==> config.mk <==
export PLATFORM = sky130hd
export DESIGN_NAME = mul_share_arbiter
export DESIGN_NICKNAME = d
export VERILOG_FILES = /design/src/rtl/mul_share_arbiter_pkg.sv /design/src/rtl/mul_share_arbiter_rr_picker.sv /design/src/rtl/mul_share_arbiter.sv
export SDC_FILE = /design/constraint.sdc
export NUM_CORES = 1
export LEC_CHECK = 0
export ABC_AREA = 1
export CAP_MARGIN = 30
export CORE_ASPECT_RATIO = 1.1
export CORE_MARGIN = 2
export CORE_UTILIZATION = 30
export CTS_CLUSTER_DIAMETER = 150
export CTS_CLUSTER_SIZE = 12
export DETAILED_ROUTE_END_ITERATION = 7
export GPL_ROUTABILITY_DRIVEN = 1
export GPL_TIMING_DRIVEN = 0
export PLACE_DENSITY = 0.55
export SYNTH_ARGS = -nofsm -noshare
export SYNTH_HDL_FRONTEND = slang
export SYNTH_SLANG_ARGS = --single-unit
export TNS_END_PERCENT = 20
==> constraint.sdc <==
create_clock -name Clk -period 16.1 [get_ports Clk]
set_input_delay 2.415 -clock Clk [delete_from_list [all_inputs] [get_ports Clk]]
set_output_delay 2.415 -clock Clk [all_outputs]
set_load 0.02 [all_outputs]
==> src/rtl/mul_share_arbiter_pkg.sv <==
// Shared types and helpers for the shared-multiplier arbiter.
package mul_share_arbiter_pkg;

   // Arbiter sequencing states; encoding fixed at 2 bits.
   typedef enum logic [1:0] {
      S_IDLE = 2'd0,
      S_EXEC = 2'd1,
      S_DONE = 2'd2
   } state_t;

   // Width of a requester index / round-robin pointer (at least one bit).
   function automatic int unsigned ptr_width(input int unsigned n);
      return (n > 1) ? $clog2(n) : 1;
   endfunction

endpackage

==> src/rtl/mul_share_arbiter_rr_picker.sv <==
// Round-robin winner selection: first set request at or above rr_ptr, wrapping.
module rr_picker
   import mul_share_arbiter_pkg::*;
#(
   parameter int unsigned NREQ = 4,
   parameter int unsigned PW   = ptr_width(NREQ)
) (
   input  logic [NREQ-1:0] Req,
   input  logic [PW-1:0]   rr_ptr,
   output logic            Any,
   output logic [PW-1:0]   Win,
   output logic [NREQ-1:0] WinOneHot
);

   // Scan NREQ positions starting at rr_ptr; the first hit wins.
   always_comb begin
      int unsigned sum;
      logic [PW-1:0] idx;
      Any       = 1'b0;
      Win       = '0;
      WinOneHot = '0;
      sum       = 0;
      idx       = '0;
      for (int unsigned i = 0; i < NREQ; i++) begin
         sum = 32'(rr_ptr) + i;
         if (sum >= NREQ) sum = sum - NREQ;
         idx = PW'(sum);
         if (!Any && Req[idx]) begin
            Any = 1'b1;
            Win = idx;
         end
      end
      if (Any) WinOneHot[Win] = 1'b1;
   end

endmodule

==> src/rtl/mul_share_arbiter.sv <==
// Shares one multi-cycle unsigned multiplier among NREQ requesters with
// round-robin arbitration and a Req/Gnt/Done handshake.
module mul_share_arbiter
   import mul_share_arbiter_pkg::*;
#(
   parameter int unsigned NREQ      = 4,
   parameter int unsigned DATAWIDTH = 32,
   parameter int unsigned MUL_LAT   = 3
) (
   input  logic                      Clk,
   input  logic                      Rst,
   input  logic [NREQ-1:0]           Req,
   input  logic [NREQ*DATAWIDTH-1:0] A,
   input  logic [NREQ*DATAWIDTH-1:0] B,
   output logic [NREQ-1:0]           Gnt,
   output logic [NREQ-1:0]           Done,
   output logic [DATAWIDTH-1:0]      Prod,
   output logic                      Busy
);

   localparam int unsigned PW = ptr_width(NREQ);
   localparam int unsigned CW = (MUL_LAT > 1) ? $clog2(MUL_LAT) : 1;
   localparam logic [CW-1:0] CNT_INIT = CW'(MUL_LAT - 1);

   state_t               state;
   logic [PW-1:0]        rr_ptr;
   logic [PW-1:0]        owner;
   logic [CW-1:0]        cnt;
   logic [DATAWIDTH-1:0] a_q;
   logic [DATAWIDTH-1:0] b_q;

   logic                 any;
   logic [PW-1:0]        win;
   logic [NREQ-1:0]      win_onehot;
   logic [PW-1:0]        rr_next;
   logic [NREQ-1:0]      owner_onehot;
   logic [DATAWIDTH-1:0] prod_next;
   logic [DATAWIDTH-1:0] a_arr [NREQ];
   logic [DATAWIDTH-1:0] b_arr [NREQ];

   for (genvar g = 0; g < NREQ; g++) begin : g_unpack
      assign a_arr[g] = A[g*DATAWIDTH +: DATAWIDTH];
      assign b_arr[g] = B[g*DATAWIDTH +: DATAWIDTH];
   end

   rr_picker #(
      .NREQ (NREQ),
      .PW   (PW)
   ) u_picker (
      .Req       (Req),
      .rr_ptr    (rr_ptr),
      .Any       (any),
      .Win       (win),
      .WinOneHot (win_onehot)
   );

   // Truncated unsigned product of the operands latched at grant.
   assign prod_next = a_q * b_q;
   assign rr_next   = (win == PW'(NREQ - 1)) ? '0 : win + 1'b1;

   // One-hot form of the current owner, used for the Done pulse.
   always_comb begin
      owner_onehot        = '0;
      owner_onehot[owner] = 1'b1;
   end

   // Arbiter FSM with registered handshake outputs and product.
   always_ff @(posedge Clk) begin
      if (Rst) begin
         state  <= S_IDLE;
         rr_ptr <= '0;
         owner  <= '0;
         cnt    <= '0;
         a_q    <= '0;
         b_q    <= '0;
         Gnt    <= '0;
         Done   <= '0;
         Prod   <= '0;
         Busy   <= 1'b0;
      end else begin
         case (state)
            S_IDLE: begin
               if (any) begin
                  a_q    <= a_arr[win];
                  b_q    <= b_arr[win];
                  owner  <= win;
                  Gnt    <= win_onehot;
                  cnt    <= CNT_INIT;
                  rr_ptr <= rr_next;
                  Busy   <= 1'b1;
                  state  <= S_EXEC;
               end
            end
            S_EXEC: begin
               if (cnt != '0) begin
                  cnt <= cnt - 1'b1;
               end else begin
                  Prod  <= prod_next;
                  Done  <= owner_onehot;
                  state <= S_DONE;
               end
            end
            S_DONE: begin
               Done  <= '0;
               Gnt   <= '0;
               Busy  <= 1'b0;
               state <= S_IDLE;
            end
            default: state <= S_IDLE;
         endcase
      end
   end

endmodule
---- Word-level counts from Yosys, hierarchy flattened ----
Cells that the tools add are included.
word-level totals
  bits of input ports ..................... 262
  memory bits (writable) .................. 0
  register bits after elaboration ......... 113
  memory bits (read-only) ................. 0
  latch bits .............................. 0
  output and inout port bits .............. 41
  logic and storage cells ................. 103
  memories kept ........................... 0
cells by class
  order comparisons ....................... 13
  $mul .................................... 1
  bitwise logic cells ..................... 2
  shift operators ......................... 0
  $add $sub $neg .......................... 9
  div/mod/pow operators ................... 0
  reductions and logical operators ........ 19
  equal/unequal tests ..................... 6
  mux-type cells .......................... 43
operators with widths
  operator                                                            number
  binary-select mux 32 bit (select 2 bit)                             2
  2-to-1 mux 32 bit                                                   4
  multiplier 32 x 32 -> 32 bit                                        1
  2-to-1 mux 2 bit                                                    13
  < comparator 2 x 3 -> 1 bit (second input constant)                 6
  one-hot mux 4 bit (2 select lines)                                  2
  greater-or-equal comparator 3 bit (second input constant)           4
  2-to-1 mux 1 bit                                                    11
  AND reduction 2 bit                                                 5
  subtractor 2 x 1 -> 2 bit (second input constant)                   5
  binary-select mux 1 bit (select 2 bit)                              4
  2-to-1 mux 4 bit                                                    2
  one-hot mux 2 bit (2 select lines)                                  2
  nonzero test 2 bit                                                  4
  adder 2 x 2 -> 3 bit (second input constant)                        2
  inequality test 2 bit (second input constant)                       3
  logical AND 1 bit                                                   5
  demux 1 bit (select 2 bit)                                          2
  == test 2 bit (second input constant)                               2
  greater-or-equal comparator 2 x 1 -> 1 bit (second input constant)  2
  adder 2 x 1 -> 3 bit (second input constant)                        1
  greater-or-equal comparator 2 x 3 -> 1 bit (second input constant)  1
  zero test 1 bit                                                     3
  NOT 2 -> 3 bit                                                      1
  other kinds (6)                                                     6

---- Logic depth before layout (Yosys ltp) ----
Gate-level depths: netlist of run 1.
  depth in word-level cells ............... 20
  gate-level depth with buffers ........... 32
  mapped depth without buffers ............ 30

---- By module ----
Synthesis of run 1 repeated with hierarchy kept, for this count alone.
second synthesis, totals
  cell total of the unflattened synthesis .. 3289
  area total of the unflattened synthesis .. 23045.9 µm²
modules (own cells, without submodules)
  module             times used  cells each  sequential area each (µm²)  area each (µm²)
  mul_share_arbiter  1           3215        2262.2                      22653.0
  rr_picker          1           74          0.0                         392.9

---- Least setup slack after synthesis of run 1 ----
No wires, ideal clock.
  path type ............................... flip-flop to flip-flop
  start point ............................. reg b_q[3]
  end point ............................... reg Prod[26]
  clock period less this slack ............ 6.525 ns
  path slack .............................. 9.575 ns
  cell stages (with the launch flop) ...... 28
  arrival ................................. 6.410 ns
  path through ............................ dfxtp_1 clkbuf_1 buf_1 nand2_1 inv_1 fa_1 inv_1 fa_1 fa_1 fa_1 inv_1 fa_1 inv_1 fa_1 inv_1 fa_1 fa_1 ha_1 nand2_1 nor2_1 and3_1 nand4_1 nand3_1 a21o_1 a21oi_1 xnor2_1 o21ai_0 inv_1
between the ends
  word-level cells in the longest chain between the ends .. 1
ends and longest elaborated chain
  item                          RTL line                 source
  start, declared               mul_share_arbiter.sv:30  logic [DATAWIDTH-1:0] b_q;
  start signal, assigned        mul_share_arbiter.sv:85  b_q <= b_arr[win];
  multiplier 32 x 32 -> 32 bit  mul_share_arbiter.sv:58  assign prod_next = a_q * b_q;
  end signal, assigned          mul_share_arbiter.sv:98  Prod <= prod_next;
  end, declared                 mul_share_arbiter.sv:17  output logic [DATAWIDTH-1:0] Prod,
Every way passes these cells.
A chain may end at the register's enable or synchronous reset.

---- Final worst setup path of run 1 ----
  start point ............................. reg a_q[14]
  end point ............................... reg Prod[22]
between the ends
  word-level cells in the longest chain between the ends .. 1
ends and longest elaborated chain
  item                          RTL line                 source
  start, declared               mul_share_arbiter.sv:29  logic [DATAWIDTH-1:0] a_q;
  start signal, assigned        mul_share_arbiter.sv:84  a_q <= a_arr[win];
  multiplier 32 x 32 -> 32 bit  mul_share_arbiter.sv:58
Every way passes these cells.

==> results.toml, run 1 <==
[grt]
gr-usage-all-layers_pct = 22.5
grt_start_max_net_pins = 17
vias_in_the_first_global_route = 22600
grt.overflow.total = 0
antenna_found_initial = 0
wire_length_of_the_first_global_routing_pass_microns = 134000

[worst_setup_path]
path_class = "register to register"
timing.critical_path.cells = "clkbuf_1 -> buf_1 -> nand2_1 -> inv_1 -> fa_1 -> fa_1 -> fa_1 -> inv_1 -> fa_1 -> inv_1 -> fa_1 -> fa_1 -> fa_1 -> fa_1 -> ha_1 -> nand2_1 -> nor4_1 -> nand4_1 -> a31o_2 -> nand3_1 -> o211ai_1 -> inv_1"
crit_fanout = 10
critPathCaptureType = "register"
kind_of_start_point_of_the_critical_path = "register"
crit_family = "adder cells"
master_of_the_slowest_instance_on_the_critical_path = "nor4_1"
critical_path.max_stage_delay_ps = 770
cp_data_required_time_ps = 16480
critPathBufInv = 6
arrival_ps = 8540
timing.critical_path.mode_cell = "fa_1"

[timing]
timing.slew.headroom_pct = 29.0
grt_setup_unrepaired = "no"
setup-violations-final = 0
skew_ps = 19.3
min_period_over_period_pct = 50.7
slew_viol_final = 0
tns_ps = 0
worst_pin_slew_ps = 1060
fin_worst_hold_slack_ps = 465
period_needed_ps = 8170
fmax_mhz = 122
report.final.hold_viol_count = 0

[route]
detailedRoute.firstIterationViolations = 1522
drt_drc_violations_left = 0
wl_per_cell_microns = 18.7
antenna_left = 0
postRouteWirelength_microns = 86500
number_of_vias_per_cell = 4.64
route.vias.total = 21400
first_pass_iters = 7

[yosys]
yosys_most_used_dff = "dfxtp_1"
synthesis.yosys.warnings = 0
synthArstFlopShare_pct = 0
synth_area_sq_um = 23200
number_of_enable_flip_flop_cells_after_synthesis = 0
synthDistinctLibCells = 43
ys_ff_latch = 113
syn_inst = 3239
synth_sequential_area_ratio_pct = 9.77
postSynthNetCount = 4037
post_synth.cell_area_avg_sq_um = 7.15

[finish]
final_common_cell = "inv_1"
finish.net_count = 4378
syn_to_final_growth_pct = 22.5
final_cells = 4620
leading_cell_types_in_the_layout_fill_and_taps_excluded = "inv_1 (850), nand2_1 (832), fa_1 (408)"
layout.core_utilization_pct = 37.2
final_layout_size_suffix_gt1_share_pct = 4.23

[placement]
post-place-cells = 4586
port-buffer-count = 302
gp_routability_congestion = 0.902
detailed_place_hpwl_microns = 73900

[clock_tree]
cts.root.buffer_cell = "clkbuf_16"
h-tree-depth = 4
postCtsHoldBufs = 0
cts_max_path_buffers = 2
clk_pin_slew_ps = 70
cts.sinks = 113
cts_tree = "built"
post_cts_buffers = 0
clock_latency_on_the_worst_skew_pair_ps = 440
cts-buffers-inserted = 17
cts_resized = 0

[floorplan]
floorplan.initialDensity_pct = 30.4
top_level_ports = 303
num_rows = 106
height_of_the_die_microns = 295
die_area_sq_um = 79400
core_region_area_sq_um = 76300
die_w_microns = 269

[status]
result_of_the_run = "finished clean"

[flow_run]
cap_viol_max_count = 0

[min_path]
holdCritPathClass = "register to register"
## kinds of logic (layout without fill, tap and decap cells)
family	after synthesis	in the layout	share of synthesized area, %
and+or+nand+nor	1206	1206	21.3
buffers and inverters	1049	1403	17.4
adders and majority gates	536	536	42.2
AOI/OAI and AO/OA	309	309	8.38
DFF	113	113	9.77
xor gates and xnor gates	26	26	0.983
other	0	1	0
## per-layer routing
metal,share of wire [%],track usage (%),vias up
li1,-,-,10200
met1,40,27.5,10400
met2,50,40.1,738
met3,5.9,2.83,104
met4,3.9,8.43,0
met5,0,0,-
## worst reg2reg max path, cell delays in order (launching register included)
cell and delay, ps:
dfxtp_1 340, clkbuf_1 660, buf_1 620, nand2_1 140, inv_1 100, fa_1 440
fa_1 510, fa_1 510, inv_1 50, fa_1 470, inv_1 50, fa_1 480
fa_1 580, fa_1 440, fa_1 520, ha_1 480, nand2_1 180, nor4_1 770
nand4_1 250, a31o_2 290, nand3_1 80, o211ai_1 90, inv_1 80
## area by class of cell
| type | count | area, sq um |
|---|---|---|
| flip-flops and latches | 113 | 2260 |
| plain buffers | 183 | 771 |
| multi-input cells | 2077 | 16900 |
| diodes | 1 | 2.50 |
| clock inverters | 15 | 193 |
| repair buffers | 322 | 3300 |
| well taps | 1026 | 1280 |
| fillers | 8210 | 47900 |
| inverters | 866 | 3250 |
| clock buffers | 17 | 425 |
## synthesized netlist by cell type, drive strengths merged (14+ instances only)
cell    count  area share, %
inv       864             14
nand2     838             14
fa        408             35
nor2      155            2.6
clkbuf    129            2.1
ha        128            6.9
o211ai    125            4.1
nand3     123            2.7
dfxtp     113            9.8
o21ai     104            2.3
or2        67            1.8
a21oi      56            1.2
buf        54            1.2
xnor2      14           0.53
## state kept, by name, summed over array words and instances, names as in the netlist
name / cells
Done: 4
a_q: 32
Gnt: 4
b_q: 32
state: 2
Prod: 32
owner: 2
Busy: 1
rr_ptr: 2
cnt: 2
## worst paths after layout
path / from / to / slack (ps) / cells past startpoint
setup / recovery: a_q[14] / Prod[22] / 7930 / 22
hold / removal: Done[1] / Done[1] / 460 / 2
setup reg to reg: a_q[14] / Prod[22] / 7930 / 22
hold reg to reg: Done[1] / Done[1] / 460 / 2
## metrics by stage
stage | setup WS [ps] | instance area, sq um
after floorplan | 9570 | 23200
after global placement | 7850 | 27500
after detailed placement | 8020 | 27700
after CTS | 7980 | 28300
after global routing | 7490 | 28400
final | 7930 | 28400
Power of run 1 is left out: the tool's default activity adds up to more than one toggle a clock period on the data nets, which glitch-free logic cannot reach.
==> inputs of run 2 (changes only) <==
- clock period: 16.1 -> 8.4 ns (I/O delays scaled with it)
==> results.toml, run 2 (synthesis results as in run 1) <==
[placement]
post_dp_cell_area_sq_um = 27700
port-buffer-count = 302
detailed_place_hpwl_microns = 73900
place_worst_setup_slack_ps = 322
gp_routability_congestion = 0.902

[finish]
postLayoutCellArea_sq_um = 28400
finish.net_count = 4378
final_layout_size_suffix_gt1_share_pct = 4.26
final_common_cell = "inv_1"
leading_cell_types_in_the_layout_fill_and_taps_excluded = "inv_1 (850), nand2_1 (832), fa_1 (408)"
largestRegisters = "Prod: 32 flops, a_q: 32 flops, b_q: 32 flops"
syn_to_final_growth_pct = 22.5

[min_path]
holdPathStages = 2
min_delay_worst_endpoint = "Done[1]"
holdCritPathClass = "register to register"
hold_path.startpoint = "Done[1]"

[worst_setup_path]
critPathBufInv = 6
kind_of_start_point_of_the_critical_path = "register"
worstRegToRegCells = 22
setup.reg_to_reg.worst_slack_ps = 230
arrival_ps = 8550
path_class = "register to register"
critical_path.max_stage_delay_ps = 770
timing.critical_path.mode_cell = "fa_1"
cp_data_required_time_ps = 8780
master_of_the_slowest_instance_on_the_critical_path = "nor4_1"
critPathCaptureType = "register"
crit_family = "adder cells"
r2r_end = "Prod[22]"
r2r_start = "a_q[14]"
timing.critical_path.cells = "clkbuf_1 -> buf_1 -> nand2_1 -> inv_1 -> fa_1 -> fa_1 -> fa_1 -> inv_1 -> fa_1 -> inv_1 -> fa_1 -> fa_1 -> fa_1 -> fa_1 -> ha_1 -> nand2_1 -> nor4_1 -> nand4_1 -> a31o_2 -> nand3_1 -> o211ai_1 -> inv_1"
crit_fanout = 10

[floorplan]
height_of_the_die_microns = 295
core_region_area_sq_um = 76300
num_rows = 106
die_w_microns = 269
die_area_sq_um = 79400
floorplan.initialDensity_pct = 30.4
top_level_ports = 303

[status]
result_of_the_run = "finished clean"

[flow_run]
cap_viol_max_count = 0

[clock_tree]
h-tree-depth = 4
cts-buffers-inserted = 17
cts.sinks = 113
clk_pin_slew_ps = 70
cts_resized = 0
cts.root.buffer_cell = "clkbuf_16"
clock_latency_on_the_worst_skew_pair_ps = 440
cts_tree = "built"
cts_max_path_buffers = 2
post_cts_buffers = 0
postCtsHoldBufs = 0

[grt]
antenna_found_initial = 0
grt.overflow.total = 0
grt_start_max_net_pins = 17
vias_in_the_first_global_route = 22600
gr-usage-all-layers_pct = 22.5
wire_length_of_the_first_global_routing_pass_microns = 134000

[timing]
fmax_mhz = 122
grt_setup_unrepaired = "yes"
fin_worst_hold_slack_ps = 465
setup_slack_ps = 230
slew_viol_final = 0
min_period_over_period_pct = 97.3
period_needed_ps = 8170
worst_pin_slew_ps = 1080
skew_ps = 19.3
setup-violations-final = 0
report.final.hold_viol_count = 0
timing.slew.headroom_pct = 28.2

[route]
detailedRoute.firstIterationViolations = 1512
drt_drc_violations_left = 0
first_pass_iters = 6
number_of_vias_per_cell = 4.64
postRouteWirelength_microns = 86400
wl_per_cell_microns = 18.7
antenna_left = 0
route.vias.total = 21500
[run 2: metal layers]
metal / wire [microns] / vias up / global-route usage, % / share of wire, %
met3: 5140 / 102 / 2.83 / 6.0
met5: 0 / - / 0 / 0
met1: 34600 / 10500 / 27.5 / 40
met4: 3390 / 0 / 8.43 / 3.9
met2: 43300 / 728 / 40.1 / 50
li1: - / 10200 / - / -
[run 2: cell type report]
cell class	count	area (sq um)
multi-input cells	2077	16900
flip-flops and latches	113	2260
clock buffers	17	425
diodes	1	2.50
clock inverters	15	193
well taps	1026	1280
fillers	8209	47900
inverters	866	3250
plain buffers	183	772
repair buffers	322	3300
[run 2: through the flow]
step	utilization [%]	setup TNS (ps)	instances
2_1_floorplan	-	0	3239
3_3_place_gp	36.0	0	4567
3_5_place_dp	36.4	0	4586
4_1_cts	37.2	0	4618
5_1_grt	37.2	-145	4619
6_report	37.2	0	4620
[run 2: tightest hold or removal path: stages (launching register included)]
cell     delay [ps]
dfxtp_1         310
nand2_1          60
a21oi_1          50
[run 2: how the worst max path moves through the flow]
stage	from	end	slack, ps	cells past startpoint
floorplan	b_q[3]	Prod[26]	1870	27
global placement	a_q[5]	Prod[22]	150	26
detailed placement	a_q[13]	Prod[31]	320	26
CTS	a_q[13]	Prod[31]	280	26
global route	a_q[14]	Prod[22]	-110	22
finish	a_q[14]	Prod[22]	230	22
Power of run 2 is left out for the same reason.
